<file path="src/rtl/fifo_buffer_out_param_pkg.sv">
`default_nettype none
// ============================================================================
// Module   : fifo_buffer_out_param_pkg
// Brief    : Default geometry and the depth/address-width consistency helpers
// Revision : 1.0  initial release
// ============================================================================
package fifo_buffer_out_param_pkg;

    localparam int c_DEF_DATA_WIDTH   = 32;
    localparam int c_DEF_BUFFER_WIDTH = 2;
    localparam int c_DEF_BUFFER_SIZE  = 4;
    localparam int c_DEF_AF_THR       = 3;

    function automatic int clog2(input int value);
        int result;
        result = 0;
        while ((1 << result) < value) result++;
        return result;
    endfunction

    // Depth must be an exact power of two that matches the address width.
    function automatic bit geometry_ok(input int buf_width, input int buf_size);
        return (buf_size == (1 << buf_width)) && (clog2(buf_size) == buf_width);
    endfunction

endpackage
`default_nettype wire

</file>
<file path="src/rtl/fifo_ptr_wrap.sv">
`default_nettype none
// ============================================================================
// Module   : fifo_ptr_wrap
// Brief    : Wrap-bit FIFO pointer with increment enable, async active-low reset
// Revision : 1.0  initial release
// ============================================================================
module fifo_ptr_wrap #(
    parameter int PTR_WIDTH = 3
) (
    input  logic                 clk,
    input  logic                 rst,
    input  logic                 i_inc,
    output logic [PTR_WIDTH-1:0] o_ptr
);

    logic [PTR_WIDTH-1:0] r_ptr;

    // MSB toggles on each lap, distinguishing full from empty.
    always_ff @(posedge clk or negedge rst) begin
        if (!rst) begin
            r_ptr <= '0;
        end else if (i_inc) begin
            r_ptr <= r_ptr + PTR_WIDTH'(1);
        end
    end

    assign o_ptr = r_ptr;

endmodule
`default_nettype wire

</file>
<file path="src/rtl/fifo_buffer_out_param.sv">
`default_nettype none
// ============================================================================
// Module   : fifo_buffer_out_param
// Brief    : Parametrised FWFT output FIFO with occupancy, slot map, error flags
// Revision : 1.0  initial release
// ============================================================================
module fifo_buffer_out_param
    import fifo_buffer_out_param_pkg::*;
#(
    parameter int DATA_WIDTH      = c_DEF_DATA_WIDTH,
    parameter int BUFFER_WIDTH    = c_DEF_BUFFER_WIDTH,
    parameter int BUFFER_SIZE     = c_DEF_BUFFER_SIZE,
    parameter int ALMOST_FULL_THR = c_DEF_AF_THR
) (
    input  logic                    clk,
    input  logic                    rst,
    input  logic                    Push,
    input  logic                    Pop,
    input  logic                    ClrErr,
    input  logic [DATA_WIDTH-1:0]   DataIn,
    output logic [DATA_WIDTH-1:0]   DataOut,
    output logic                    Full,
    output logic                    Empty,
    output logic                    AlmostFull,
    output logic [BUFFER_WIDTH:0]   Count,
    output logic [BUFFER_SIZE-1:0]  SlotValid,
    output logic                    Overflow,
    output logic                    Underflow
);

    generate
        if (!geometry_ok(BUFFER_WIDTH, BUFFER_SIZE)) begin : g_bad_geometry
            $error("BUFFER_SIZE must equal 2**BUFFER_WIDTH");
        end
    endgenerate

    logic [BUFFER_WIDTH:0]   w_wr_ptr;
    logic [BUFFER_WIDTH:0]   w_rd_ptr;
    logic [BUFFER_WIDTH:0]   w_count;
    logic                    w_full;
    logic                    w_empty;
    logic                    w_push_ok;
    logic                    w_pop_ok;
    logic [DATA_WIDTH-1:0]   r_mem [BUFFER_SIZE];
    logic                    r_overflow;
    logic                    r_underflow;

    assign w_full  = (w_wr_ptr[BUFFER_WIDTH-1:0] == w_rd_ptr[BUFFER_WIDTH-1:0]) &&
                     (w_wr_ptr[BUFFER_WIDTH] != w_rd_ptr[BUFFER_WIDTH]);
    assign w_empty = (w_wr_ptr == w_rd_ptr);
    assign w_count = w_wr_ptr - w_rd_ptr;

    // A pop frees the head slot, so a push into a full queue is legal alongside it.
    assign w_push_ok = Push & (~w_full | Pop);
    assign w_pop_ok  = Pop & ~w_empty;

    fifo_ptr_wrap #(.PTR_WIDTH(BUFFER_WIDTH + 1)) u_wr_ptr (
        .clk   (clk),
        .rst   (rst),
        .i_inc (w_push_ok),
        .o_ptr (w_wr_ptr)
    );

    fifo_ptr_wrap #(.PTR_WIDTH(BUFFER_WIDTH + 1)) u_rd_ptr (
        .clk   (clk),
        .rst   (rst),
        .i_inc (w_pop_ok),
        .o_ptr (w_rd_ptr)
    );

    always_ff @(posedge clk) begin
        if (w_push_ok) begin
            r_mem[w_wr_ptr[BUFFER_WIDTH-1:0]] <= DataIn;
        end
    end

    // A fresh error outranks a simultaneous clear.
    always_ff @(posedge clk or negedge rst) begin
        if (!rst) begin
            r_overflow  <= 1'b0;
            r_underflow <= 1'b0;
        end else begin
            r_overflow  <= (Push & ~w_push_ok) | (r_overflow  & ~ClrErr);
            r_underflow <= (Pop  & w_empty)    | (r_underflow & ~ClrErr);
        end
    end

    generate
        for (genvar gi = 0; gi < BUFFER_SIZE; gi++) begin : g_slot
            logic [BUFFER_WIDTH-1:0] w_offset;
            assign w_offset      = BUFFER_WIDTH'(gi) - w_rd_ptr[BUFFER_WIDTH-1:0];
            assign SlotValid[gi] = ({1'b0, w_offset} < w_count);
        end
    endgenerate

    assign DataOut    = r_mem[w_rd_ptr[BUFFER_WIDTH-1:0]];
    assign Full       = w_full;
    assign Empty      = w_empty;
    assign AlmostFull = (w_count >= (BUFFER_WIDTH + 1)'(ALMOST_FULL_THR));
    assign Count      = w_count;
    assign Overflow   = r_overflow;
    assign Underflow  = r_underflow;

endmodule
`default_nettype wire

</file>
<file path="config.mk">
export PLATFORM = sky130hd
export DESIGN_NAME = fifo_buffer_out_param
export DESIGN_NICKNAME = d
export VERILOG_FILES = /design/src/rtl/fifo_buffer_out_param_pkg.sv /design/src/rtl/fifo_ptr_wrap.sv /design/src/rtl/fifo_buffer_out_param.sv
export SDC_FILE = /design/constraint.sdc
export NUM_CORES = 1
export LEC_CHECK = 0
export ABC_CLOCK_PERIOD_IN_PS = 3800
export CAP_MARGIN = 10
export CORE_ASPECT_RATIO = 1.5
export CORE_MARGIN = 8
export CORE_UTILIZATION = 35
export CTS_BUF_LIST = sky130_fd_sc_hd__clkbuf_4
export DETAILED_ROUTE_END_ITERATION = 10
export SETUP_SLACK_MARGIN = 0.4
export SKIP_LAST_GASP = 1
export SLEW_MARGIN = 20
export SYNTH_ARGS = -nofsm -noshare
export SYNTH_HDL_FRONTEND = slang
export SYNTH_SLANG_ARGS = --single-unit
</file>
<file path="constraint.sdc">
create_clock -name clk -period 3.8 [get_ports clk]
set_clock_uncertainty 0.05 [all_clocks]
set_input_delay 0.76 -clock clk [delete_from_list [all_inputs] [get_ports clk]]
set_output_delay 0.76 -clock clk [all_outputs]
set_load 0.01 [all_outputs]
</file>
==> results.json <==
{
  "status": "finished, final reports clean",
  "worstMarginPinSlew_ps": 528,
  "cts_tree": "yes",
  "cp-end-kind": "output port",
  "p_total_mw": 5.73,
  "fin_hold_ws_ps": 450,
  "slowest_stage": "fa_1",
  "die_width_um": 116,
  "crit_fanout": 5,
  "critPathKind": "reg -> out",
  "ys_seq_area_frac": 0.764,
  "worstReg2RegEnd": "r_mem[3][10]",
  "finalSetupViolCount": 0,
  "wl_um": 10800,
  "ir_drop_mv": 0.963,
  "slew_viol_final": 0,
  "syn_inst": 239,
  "core_sq_um": 14900,
  "worst_setup_path_start_kind": "register",
  "num_rows": 55,
  "initial_core_util": 0.355,
  "gp_congestion": 0.748,
  "crit_top_cell": "inv_2",
  "clockRootBuffer": "clkbuf_4",
  "cp.arrival_ps": 2510,
  "slowest_delay_ps": 580,
  "h-tree-depth": 4,
  "drive_gt1_frac": 0.276,
  "slew_headroom": 0.648,
  "grt_use_total": 0.117,
  "antenna_found_initial": 2,
  "final_core_util": 0.453,
  "gr-total-overflow": 0,
  "dp_hpwl_um": 7020,
  "final_antenna_net_count": 0,
  "area.growth.synth_to_final_pct": 27.7,
  "fin_crit_ps": 3320,
  "post_dp_cell_area_sq_um": 6370,
  "clock_path_buffers": 2,
  "synth_cell_types": 30,
  "syn_area_sq_um": 5290,
  "port_buffers": 80,
  "grt_max_degree": 35,
  "ys_seq_elements": 136,
  "timing.rr.start": "u_rd_ptr.o_ptr[0]",
  "dp_cells": 520,
  "fmax_mhz": 302,
  "cp_cell_sequence": "inv_2 > ha_4 > inv_2 > fa_1 > inv_2 > ha_1 > nor2b_1 > o21ai_1 > buf_2",
  "rsz0062_at_grt": "yes",
  "cts_sinks": 136,
  "avgSynthCellArea_sq_um": 22.1,
  "wl_per_cell_um": 19.2,
  "timing.final.crit_share": 0.873,
  "ys_warn_count": 0,
  "fillers": 1308,
  "fin_setup_tns_ps": 0,
  "post_drt_via_cell_ratio": 4.70,
  "nets": 400,
  "grt_pass1_wl_um": 16300,
  "syn_nets": 290,
  "die_y_um": 167,
  "required_ps": 2990,
  "min_path_type": "reg -> reg",
  "drt_first_iter_violations": 81,
  "timing_hold_violations_final": 0,
  "drtPass1Iterations": 4,
  "grt_pass1_vias": 2906,
  "clk-insertion-delay-late_ps": 500,
  "ioPinCount": 81,
  "dpl_worst_slack_ps": 416,
  "clkTransAtPathRegs_ps": 110,
  "drc": 0,
  "reg2reg_depth": 7,
  "r2r_slack_ps": 1340,
  "power.density_nw_per_um2": 847,
  "leakage_nw": 2.32,
  "drv_cap": 0,
  "stdcell_count": 562,
  "vias": 2642,
  "crit_path_end": "SlotValid[2]",
  "worst_slack_ps": 484,
  "postCtsHoldBufs": 0,
  "cts_buffers": 17,
  "fin_area_sq_um": 6760,
  "startpoint": "u_wr_ptr.o_ptr[0]",
  "dieArea_sq_um": 19400
}
[critical path, delay by kind of cell, from the launching register on]
| family | cells | cell delay [ps] |
|---|---|---|
| DFF | 1 | 410 |
| and+or+nand+nor | 1 | 120 |
| AOI/OAI and AO/OA | 1 | 100 |
| adders and majority gates | 3 | 990 |
| buffers and inverters | 4 | 360 |
[how the worst min path moves through the flow]
| stage | cells after the start | to | startpoint | slack (ps) |
|---|---|---|---|---|
| after global routing | 1 | Overflow | rst | 440 |
| after CTS | 1 | Overflow | rst | 450 |
| final | 1 | Overflow | Overflow | 450 |
| after detailed placement | 1 | Overflow | Overflow | 430 |
| after floorplan | 0 | Overflow | rst | 410 |
| after global placement | 1 | Overflow | Overflow | 440 |
[power by group]
part	switching, mW	internal (mW)	leakage, nW
registers	0.100	2.00	1.27
logic	1.28	1.46	0.911
clock network	0.496	0.390	0.143
[layout by cell type, fill, tap and decap left out, types with 2 or more instances in the layout]
cell type / instances
and3_2: 5
buf_2: 3
buf_4: 17
bufinv_16: 2
clkbuf_4: 18
clkdlybuf4s50_1: 74
clkinv_1: 2
clkinv_2: 5
clkinvlp_4: 3
dfrtp_1: 6
dfrtp_2: 2
edfxtp_1: 128
ha_1: 11
ha_4: 2
inv_1: 7
inv_2: 3
mux4_2: 32
nand2_1: 5
nor2_1: 5
nor2b_1: 2
o21ai_0: 2
o21ai_1: 4
xnor2_1: 3
[per-layer routing]
layer | GRT usage | share of wire | up-vias
li1 | - | - | 1199
met1 | 0.114 | 0.37 | 1371
met2 | 0.213 | 0.56 | 57
met3 | 0.0471 | 0.053 | 13
met4 | 0.0391 | 0.013 | 2
met5 | 0 | 0.0012 | -
[repair_timing]
item                                    4_1_cts  5_1_grt
cloned                                        1        0
gates resized for setup                      25        8
pin swaps                                     1        2
setup buffers                                 1        7
endpoints found under the setup margin       41        7
[layout make-up]
class	instances	area, sq um	share of cell area
multi-input cells	85	1190	0.176
diodes	1	2.50	0.000370
well taps	199	249	0.0368
clock buffers	18	135	0.0200
clock inverters	14	133	0.0196
flip-flops and latches	136	4050	0.598
inverters	10	37.5	0.00555
repair buffers	99	968	0.143
[state kept, by name (all words and copies together) (netlist names)]
register        cells
r_mem             128
u_rd_ptr.o_ptr      3
u_wr_ptr.o_ptr      3
Overflow            1
Underflow           1
[cells in the mapped netlist, drive strengths merged]
library cell | count | share of area
o31ai | 1 | 0.0014
nor2 | 5 | 0.0035
fa | 1 | 0.0038
and3 | 5 | 0.0061
o21ai | 7 | 0.0073
nor2b | 2 | 0.0024
mux2 | 1 | 0.0021
mux2i | 1 | 0.0019
inv | 10 | 0.0071
a22o | 1 | 0.0017
nand2b | 1 | 0.0012
o311ai | 1 | 0.0017
mux4 | 32 | 0.14
edfxtp | 128 | 0.73
clkbuf | 1 | 0.00071
xor2 | 1 | 0.0017
dfrtp | 8 | 0.038
a32o | 1 | 0.0019
nand3b | 1 | 0.0014
ha | 13 | 0.031
or3 | 1 | 0.0012
a21o | 1 | 0.0014
xnor2 | 4 | 0.0066
nand2 | 5 | 0.0035
buf | 7 | 0.011
[cells by family (layout without fill, tap and decap cells)]
logic type      count (synthesis)  count (layout)  synth area share
flops                         136             136             0.764
mux                            34              34             0.140
simple gates                   20              20            0.0194
buf+inv                        18             141            0.0184
fa+ha+maj                      14              14            0.0345
compound gates                 12              12            0.0154
xor+xnor                        5               5           0.00827
other cells                     0               1                 0
(Power assumes the default switching activity.)
